==> src/rtl/conv_mac_engine.sv <==
// conv_mac_engine: row/column pixel sweep, buffer address generation and a
// LANES-wide signed multiply-accumulate. Each finished pixel is presented on a
// valid/ready result port.
// Optional build macro: CONV_RELU_EN -- when defined, negative partial sums are
// clamped to zero on o_out_data. Row/col/handshake timing is the same either way.
module conv_mac_engine #(
  parameter int DATA_W  = 16,
  parameter int LANES   = 4,
  parameter int K_WORDS = 2,
  parameter int ROWS    = 4,
  parameter int COLS    = 4,
  parameter int ADDR_W  = 8,
  parameter int ACC_W   = 40,
  localparam int ROW_W  = (ROWS > 1) ? $clog2(ROWS) : 1,
  localparam int COL_W  = (COLS > 1) ? $clog2(COLS) : 1,
  localparam int WORD_W = LANES * DATA_W
) (
  input  logic              clk,
  input  logic              rst_n,
  input  logic              i_start,
  output logic              o_busy,
  output logic              o_done,
  output logic              o_ifm_en,
  output logic [ADDR_W-1:0] o_ifm_addr,
  input  logic [WORD_W-1:0] i_ifm_rdata,
  output logic              o_w_en,
  output logic [ADDR_W-1:0] o_w_addr,
  input  logic [WORD_W-1:0] i_w_rdata,
  output logic              o_out_valid,
  input  logic              i_out_ready,
  output logic [ACC_W-1:0]  o_out_data,
  output logic [ROW_W-1:0]  o_out_row,
  output logic [COL_W-1:0]  o_out_col
);

  localparam int KW = (K_WORDS > 1) ? $clog2(K_WORDS) : 1;
  localparam logic [KW-1:0]     K_LAST     = KW'(K_WORDS - 1);
  localparam logic [ROW_W-1:0]  R_LAST     = ROW_W'(ROWS - 1);
  localparam logic [COL_W-1:0]  C_LAST     = COL_W'(COLS - 1);
  localparam logic [ADDR_W-1:0] PIX_STRIDE = ADDR_W'(K_WORDS);

  typedef enum logic [1:0] {
    S_IDLE = 2'd0,
    S_RUN  = 2'd1,
    S_LAST = 2'd2,
    S_OUT  = 2'd3
  } state_t;

  // Full-precision signed dot product of one ifm word with one weight word.
  // Lane 0 sits in the MSBs of each word.
  function automatic logic signed [ACC_W-1:0] dot_f(
    input logic [WORD_W-1:0] a,
    input logic [WORD_W-1:0] b
  );
    logic signed [DATA_W-1:0]   ea;
    logic signed [DATA_W-1:0]   eb;
    logic signed [2*DATA_W-1:0] prod;
    logic signed [ACC_W-1:0]    sum;
    sum = '0;
    for (int i = 0; i < LANES; i++) begin
      ea   = a[(LANES-1-i)*DATA_W +: DATA_W];
      eb   = b[(LANES-1-i)*DATA_W +: DATA_W];
      prod = (2*DATA_W)'(ea) * (2*DATA_W)'(eb);
      sum  = sum + ACC_W'(prod);
    end
    return sum;
  endfunction

  // Value presented to the consumer for a finished accumulator.
  function automatic logic [ACC_W-1:0] result_f(input logic signed [ACC_W-1:0] acc);
    logic [ACC_W-1:0] res;
`ifdef CONV_RELU_EN
    if (acc[ACC_W-1]) begin
      res = '0;
    end else begin
      res = acc;
    end
`else
    res = acc;
`endif
    return res;
  endfunction

  state_t                   r_state;
  logic [KW-1:0]            r_k;
  logic [ROW_W-1:0]         r_r;
  logic [COL_W-1:0]         r_c;
  logic [ADDR_W-1:0]        r_base;
  logic signed [ACC_W-1:0]  r_acc;
  logic                     r_en;
  logic                     r_dvld;
  logic [ADDR_W-1:0]        r_ifm_addr;
  logic [ADDR_W-1:0]        r_w_addr;
  logic                     r_busy;
  logic                     r_done;
  logic                     r_out_valid;
  logic [ACC_W-1:0]         r_out_data;
  logic [ROW_W-1:0]         r_out_row;
  logic [COL_W-1:0]         r_out_col;

  state_t                   w_state_nxt;
  logic [KW-1:0]            w_k_nxt;
  logic [KW-1:0]            w_k_inc;
  logic [ROW_W-1:0]         w_r_nxt;
  logic [COL_W-1:0]         w_c_nxt;
  logic [ADDR_W-1:0]        w_base_nxt;
  logic [ADDR_W-1:0]        w_base_inc;
  logic signed [ACC_W-1:0]  w_dot;
  logic signed [ACC_W-1:0]  w_acc_sum;
  logic signed [ACC_W-1:0]  w_acc_nxt;
  logic                     w_en_nxt;
  logic [ADDR_W-1:0]        w_ifm_addr_nxt;
  logic [ADDR_W-1:0]        w_w_addr_nxt;
  logic                     w_busy_nxt;
  logic                     w_done_nxt;
  logic                     w_ovalid_nxt;
  logic [ACC_W-1:0]         w_odata_nxt;
  logic [ROW_W-1:0]         w_orow_nxt;
  logic [COL_W-1:0]         w_ocol_nxt;

  assign w_dot = dot_f(i_ifm_rdata, i_w_rdata);

  // Next-state, address, accumulator and output-port decisions for the layer sweep.
  always_comb begin
    w_state_nxt    = r_state;
    w_k_nxt        = r_k;
    w_r_nxt        = r_r;
    w_c_nxt        = r_c;
    w_base_nxt     = r_base;
    w_en_nxt       = 1'b0;
    w_ifm_addr_nxt = r_ifm_addr;
    w_w_addr_nxt   = r_w_addr;
    w_busy_nxt     = r_busy;
    w_done_nxt     = 1'b0;
    w_ovalid_nxt   = r_out_valid;
    w_odata_nxt    = r_out_data;
    w_orow_nxt     = r_out_row;
    w_ocol_nxt     = r_out_col;
    w_k_inc        = r_k + KW'(1);
    w_base_inc     = r_base + PIX_STRIDE;
    // Read data is only meaningful one cycle after an enabled read.
    if (r_dvld) begin
      w_acc_sum = r_acc + w_dot;
    end else begin
      w_acc_sum = r_acc;
    end
    w_acc_nxt = w_acc_sum;

    case (r_state)
      S_IDLE: begin
        if (i_start) begin
          w_state_nxt    = S_RUN;
          w_busy_nxt     = 1'b1;
          w_k_nxt        = '0;
          w_r_nxt        = '0;
          w_c_nxt        = '0;
          w_base_nxt     = '0;
          w_acc_nxt      = '0;
          w_en_nxt       = 1'b1;
          w_ifm_addr_nxt = '0;
          w_w_addr_nxt   = '0;
        end else begin
          w_busy_nxt = 1'b0;
        end
      end

      S_RUN: begin
        if (r_k == K_LAST) begin
          // Last word already issued; its data lands during LAST.
          w_state_nxt = S_LAST;
          w_k_nxt     = '0;
        end else begin
          w_k_nxt        = w_k_inc;
          w_en_nxt       = 1'b1;
          w_ifm_addr_nxt = r_base + ADDR_W'(w_k_inc);
          w_w_addr_nxt   = ADDR_W'(w_k_inc);
        end
      end

      S_LAST: begin
        // Final word is folded in here and captured straight into the output register.
        w_state_nxt  = S_OUT;
        w_ovalid_nxt = 1'b1;
        w_odata_nxt  = result_f(w_acc_sum);
        w_orow_nxt   = r_r;
        w_ocol_nxt   = r_c;
      end

      S_OUT: begin
        if (i_out_ready) begin
          w_ovalid_nxt = 1'b0;
          w_acc_nxt    = '0;
          w_k_nxt      = '0;
          if ((r_r == R_LAST) && (r_c == C_LAST)) begin
            w_state_nxt = S_IDLE;
            w_busy_nxt  = 1'b0;
            w_done_nxt  = 1'b1;
            w_r_nxt     = '0;
            w_c_nxt     = '0;
            w_base_nxt  = '0;
          end else begin
            w_state_nxt    = S_RUN;
            w_en_nxt       = 1'b1;
            w_base_nxt     = w_base_inc;
            w_ifm_addr_nxt = w_base_inc;
            w_w_addr_nxt   = '0;
            if (r_c == C_LAST) begin
              w_c_nxt = '0;
              w_r_nxt = r_r + ROW_W'(1);
            end else begin
              w_c_nxt = r_c + COL_W'(1);
            end
          end
        end else begin
          // Back-pressure: everything holds, no reads issued.
          w_en_nxt = 1'b0;
        end
      end

      default: begin
        w_state_nxt  = S_IDLE;
        w_busy_nxt   = 1'b0;
        w_ovalid_nxt = 1'b0;
      end
    endcase
  end

  // State, counters, datapath and registered outputs; reset aborts any layer in flight.
  always_ff @(posedge clk or negedge rst_n) begin
    if (!rst_n) begin
      r_state     <= S_IDLE;
      r_k         <= '0;
      r_r         <= '0;
      r_c         <= '0;
      r_base      <= '0;
      r_acc       <= '0;
      r_en        <= 1'b0;
      r_dvld      <= 1'b0;
      r_ifm_addr  <= '0;
      r_w_addr    <= '0;
      r_busy      <= 1'b0;
      r_done      <= 1'b0;
      r_out_valid <= 1'b0;
      r_out_data  <= '0;
      r_out_row   <= '0;
      r_out_col   <= '0;
    end else begin
      r_state     <= w_state_nxt;
      r_k         <= w_k_nxt;
      r_r         <= w_r_nxt;
      r_c         <= w_c_nxt;
      r_base      <= w_base_nxt;
      r_acc       <= w_acc_nxt;
      r_en        <= w_en_nxt;
      r_dvld      <= r_en;
      r_ifm_addr  <= w_ifm_addr_nxt;
      r_w_addr    <= w_w_addr_nxt;
      r_busy      <= w_busy_nxt;
      r_done      <= w_done_nxt;
      r_out_valid <= w_ovalid_nxt;
      r_out_data  <= w_odata_nxt;
      r_out_row   <= w_orow_nxt;
      r_out_col   <= w_ocol_nxt;
    end
  end

  assign o_busy      = r_busy;
  assign o_done      = r_done;
  assign o_ifm_en    = r_en;
  assign o_w_en      = r_en;
  assign o_ifm_addr  = r_ifm_addr;
  assign o_w_addr    = r_w_addr;
  assign o_out_valid = r_out_valid;
  assign o_out_data  = r_out_data;
  assign o_out_row   = r_out_row;
  assign o_out_col   = r_out_col;

endmodule
==> config.mk <==
export PLATFORM = sky130hd
export DESIGN_NAME = conv_mac_engine
export DESIGN_NICKNAME = d
export VERILOG_FILES = /design/src/rtl/conv_mac_engine.sv
export SDC_FILE = /design/constraint.sdc
export NUM_CORES = 2
export LEC_CHECK = 0
export CORE_MARGIN = 1
export CORE_UTILIZATION = 65
export DETAILED_ROUTE_END_ITERATION = 10
export HOLD_SLACK_MARGIN = 0.03
export PLACE_DENSITY = 0.93
export SYNTH_ARGS = -nofsm -noshare
export SYNTH_HDL_FRONTEND = slang
export SYNTH_SLANG_ARGS = --single-unit
==> constraint.sdc <==
create_clock -name clk -period 8.9 [get_ports clk]
set_clock_uncertainty 0.2 [all_clocks]
set_input_delay 0.89 -clock clk [delete_from_list [all_inputs] [get_ports clk]]
set_output_delay 0.89 -clock clk [all_outputs]
set_load 0.005 [all_outputs]
==> metrics, run 1 <==
status did not finish; Exit stage 5_1_grt; Err [ERROR GRT-0232] Routing congestion too high. Check the congestion heatmap in the GUI.; H-tree levels 3; hold buffer count at cts 0; Clock Sinks 112; Rows slightly below 100; clock buffer depth 2; Root Buffer Master clkbuf_16; Final HPWL DP about 120 mm; Synth Warn # 0; Starting Density 66.2%; TritonCTS Buffers 9; die width ~280 um; grt ovf about 400; Ports slightly below 200; Yosys cell types 67; area leader, netlist fa_1; Seq/Total Area, Yosys between 5 and 6%; WEP type sequential cell input; Total GRT Usage 81.5%; dpl ws -1.13 ns; top post-synthesis cells by area fa_1 (56%), inv_1 (11%), ha_1 (8.5%); share of the synthesized area in the top cell type 55.9%; Placer Congestion approximately 0.94; asr flop ratio synth 100%; Die Span Y around 280 um; PortBufs 189; last worst endpoint in the global-route repair_timing o_out_data[37]$_DFFE_PN0P_/D; Post-synth EDFFs 0; main flop type after synthesis dfrtp_1; Yosys reg bits 112; Mean Syn Cell Area 9.82 um^2; cell area after synthesis slightly below 50000 um^2; largest net degree at the start of global routing between 70 and 80; Cells after Synth between 4k and 5k
synthesized netlist by cell type, drive strengths merged (25+ instances only):
library cell	n
mux2i	25
and2	505
fa	1358
nand2	527
ha	329
nand2b	49
inv	1399
xnor2	30
a21oi	69
o21ai	54
dfrtp	112
clkbuf	159
nor2	95
stage by stage:
stage | cells | setup TNS, ns | hold WS, ns | area (um^2)
CTS | 6609 | -0.255 | 0.230 | 59500
detailed placement | 6360 | -42.89 | 0.209 | 55300
global placement | 6360 | -34.43 | 0.213 | 55300
floorplan | 4961 | 0 | 0.197 | 48700
what timing repair did:
item                                    CTS
endpoints found under the setup margin   50
gates cloned                             41
setup buffers                           192
pin swaps                               400
gates resized for setup                 722
endpoints found under the hold margin     0
per-layer routing:
metal / track usage [%] / overflow
met3: 75.5 / 31
met5: 52.9 / 4
met4: 80.2 / 111
met1: 78.7 / 20
met2: 92.8 / 239
logic make-up after synthesis:
| logic type | count (synthesis) | share of synthesized area, % |
|---|---|---|
| AO/OA/AOI/OAI | 238 | 3.13 |
| XOR/XNOR | 39 | 0.702 |
| flip-flops | 112 | 5.76 |
| AND/OR/NAND/NOR | 1272 | 13.1 |
| other | 1 | 0.00771 |
| buffers and inverters | 1572 | 12.2 |
| multiplexers | 33 | 0.700 |
| adder cells (fa/ha/maj) | 1687 | 64.4 |
==> run 2: changes to the inputs <==
--- a/config.mk
+++ b/config.mk
@@ -6,10 +6,9 @@
 export NUM_CORES = 2
 export LEC_CHECK = 0
 export CORE_MARGIN = 1
-export CORE_UTILIZATION = 65
+export CORE_UTILIZATION = 40
 export DETAILED_ROUTE_END_ITERATION = 10
-export HOLD_SLACK_MARGIN = 0.03
-export PLACE_DENSITY = 0.93
+export PLACE_DENSITY_LB_ADDON = 0.15
 export SYNTH_ARGS = -nofsm -noshare
 export SYNTH_HDL_FRONTEND = slang
 export SYNTH_SLANG_ARGS = --single-unit
==> run 2 against run 1 <==
The run now ends clean; synthesized cell count did not move; synthesized area unchanged.
==> metrics, run 2 <==
Worst Hold Class reg -> reg; status finished clean; final setup fails 0; max_cap viols 0; Clock Sinks ~110; # nets final 7553; top post-synthesis cells by area fa_1 (56%), inv_1 (11%), ha_1 (8.5%); Die ar. around 120000 um^2; Least-Margin Pin Slew slightly below 1 ns; Bufs and invs on worst path 10; clk slew on worst S/H paths 0.08 ns; crit-path max cell delay ~0.64 ns; CP Launch Type primary input; area leader, netlist fa_1; worst path required time 8.95 ns; commonest cells after routing, fill and taps aside inv_1 (1291), fa_1 (1201), nand2_1 (498); most common cell in the netlist inv_1; 1st-iter DRT viols approximately 1.6k; r2r setup slk approximately 1.4 ns; DRC 0; TritonCTS Buffers 9; Rows between 100 and 150; hold buffer count at cts 0; Routed Antenna Nets 0; WS Path Type in -> reg; grt ovf 0; cell repeated most along the worst path fa_1; placed cell area 56900 um^2; TritonCTS clock tree done; WL final between 150 and 200 mm; delay-heaviest family, CP adder cells; Hold Vio Cnt, Final 0; clock buffer depth 2; RSZ-0062 raised after global routing yes; fin crit period ~8.9 ns; Placer Congestion between 0.8 and 0.9; number of antenna violations at the first check in global routing 2; asr flop ratio synth 100%; fill cell count 11.0k; Total GRT Usage 25.1%; Yosys reg bits 112; Mean Syn Cell Area approximately 9.8 um^2; die width between 300 and 400 um; most common cell after layout, fill and taps aside inv_1; largest net degree at the start of global routing between 70 and 80; fin. max-slew vios 0; Critical Path Slowest Stage Cell fa_1; PortBufs between 150 and 200; via density per instance 4.76; core footprint 120000 um^2; area delta synth->final 28.3%; Yosys cell types 67; Max-slew headroom roughly a third; Crit. End Element flop; Ports about 200; antenna cell count 0; worst-skew pair later-pin latency around 0.38 ns; first-pass GRT wire length 232 mm; Starting Density between 40 and 50%; Seq/Total Area, Yosys 5.76%; Routed wire per std cell ~20 um; cell area after synthesis approximately 49000 um^2; Cells after Synth slightly below 5k; share of cells above drive strength 1 about a quarter; FMAX around 0.11 GHz; setup TNS 0 ns; via count 35.0k; Root Buffer Master clkbuf_16; top cells by count, synth inv_1 (1398), fa_1 (1358), nand2_1 (527), and2_1 (505), ha_1 (329); Final HPWL DP around 120 mm; Tcrit/Tclk final 99.9%; main flop type after synthesis dfrtp_1; share of the synthesized area in the top cell type 55.9%; H-tree levels 3; vias in the first global route about 39k; post-route cell area 62400 um^2; WP data arrival roughly 8.9 ns; Initial DRT Pass Iterations 5; Die Span Y between 300 and 400 um; Crit Path Max Fanout 7; Post-synth EDFFs 0; Synth Warn # 0
-- run 2: cell counts after synthesis --
Identical to the previous run, type by type.
-- run 2: repair_timing --
item	4_1_cts	5_1_grt
setup buffers	177	50
pin swaps	308	411
gates cloned	39	18
setup endpoints to repair	55	53
gates resized for setup	642	494
-- run 2: worst paths after layout --
kind / startpoint / endpoint / cells past startpoint
max reg2reg: r_acc[15] / o_out_data[37] / 24
max in group asynchronous: rst_n / o_out_data[14] / 2
min reg2reg: o_ifm_en / r_dvld / 0
max: i_w_rdata[25] / r_acc[38] / 30
min: o_ifm_en / r_dvld / 0
min in group asynchronous: rst_n / r_acc[34] / 1
-- run 2: through the flow --
| step | hold WS, ns | util, % | worst slack (ns) | cells |
|---|---|---|---|---|
| after floorplan | 0.197 | - | 0.00260 | 4961 |
| after global placement | 0.205 | 47.3 | -1.28 | 7065 |
| after detailed placement | 0.202 | 47.3 | -1.18 | 7065 |
| after CTS | 0.228 | 50.7 | -0.104 | 7295 |
| after global routing | 0.237 | 51.9 | -0.196 | 7351 |
| final | 0.221 | 51.9 | 0.00968 | 7351 |
-- run 2: kinds of logic (layout without fill, tap and decap cells) --
family | Yosys count | after routing | share of synthesized area, %
xor+xnor | 39 | 39 | 0.702
flops | 112 | 112 | 5.76
fa+ha+maj | 1687 | 1687 | 64.4
buf+inv | 1572 | 2350 | 12.2
mux | 33 | 33 | 0.700
other cells | 1 | 8 | 0.00771
simple gates | 1272 | 1272 | 13.1
compound gates | 238 | 238 | 3.13
-- run 2: layer usage --
layer / part of all wire (%) / track usage (%) / routed length (um) / vias to the layer above
li1: - / - / - / 15703
met1: 43 / 34.1 / 64400 / 18258
met2: 50 / 43.0 / 74300 / 803
met3: 3.7 / 1.71 / 5570 / 229
met4: 3.8 / 7.64 / 5700 / 4
met5: 0.0093 / 0 / 14 / -
-- run 2: layout make-up --
class	count	area [um^2]	area share, %
clock buffer	9	225	0.361
sequential	112	2800	4.49
clock inverter	7	100	0.160
timing repair buffer	935	10400	16.7
multi-input combinational	3277	41600	66.6
inverter	1399	5270	8.45
tap	1612	2020	3.23
-- run 2: worst reg2reg max path: stages, from the launching register on --
cell      delay, ns
dfrtp_1        0.36
inv_1          0.06
fa_1           0.48
inv_1          0.06
fa_1           0.44
fa_1           0.54
inv_1          0.04
fa_1           0.51
fa_1           0.56
inv_1          0.05
fa_1           0.54
fa_2           0.44
fa_1           0.57
inv_2          0.05
fa_1           0.52
inv_2          0.06
ha_4           0.19
a211oi_2       0.17
nand2_2        0.12
a211oi_4       0.36
nor4_4         0.12
o31a_1         0.33
or3_1          0.33
a31oi_2        0.20
a21oi_1        0.09
Power of run 2 is left out: the tool's default activity adds up to more than one toggle a clock period on the data nets, which glitch-free logic cannot reach.
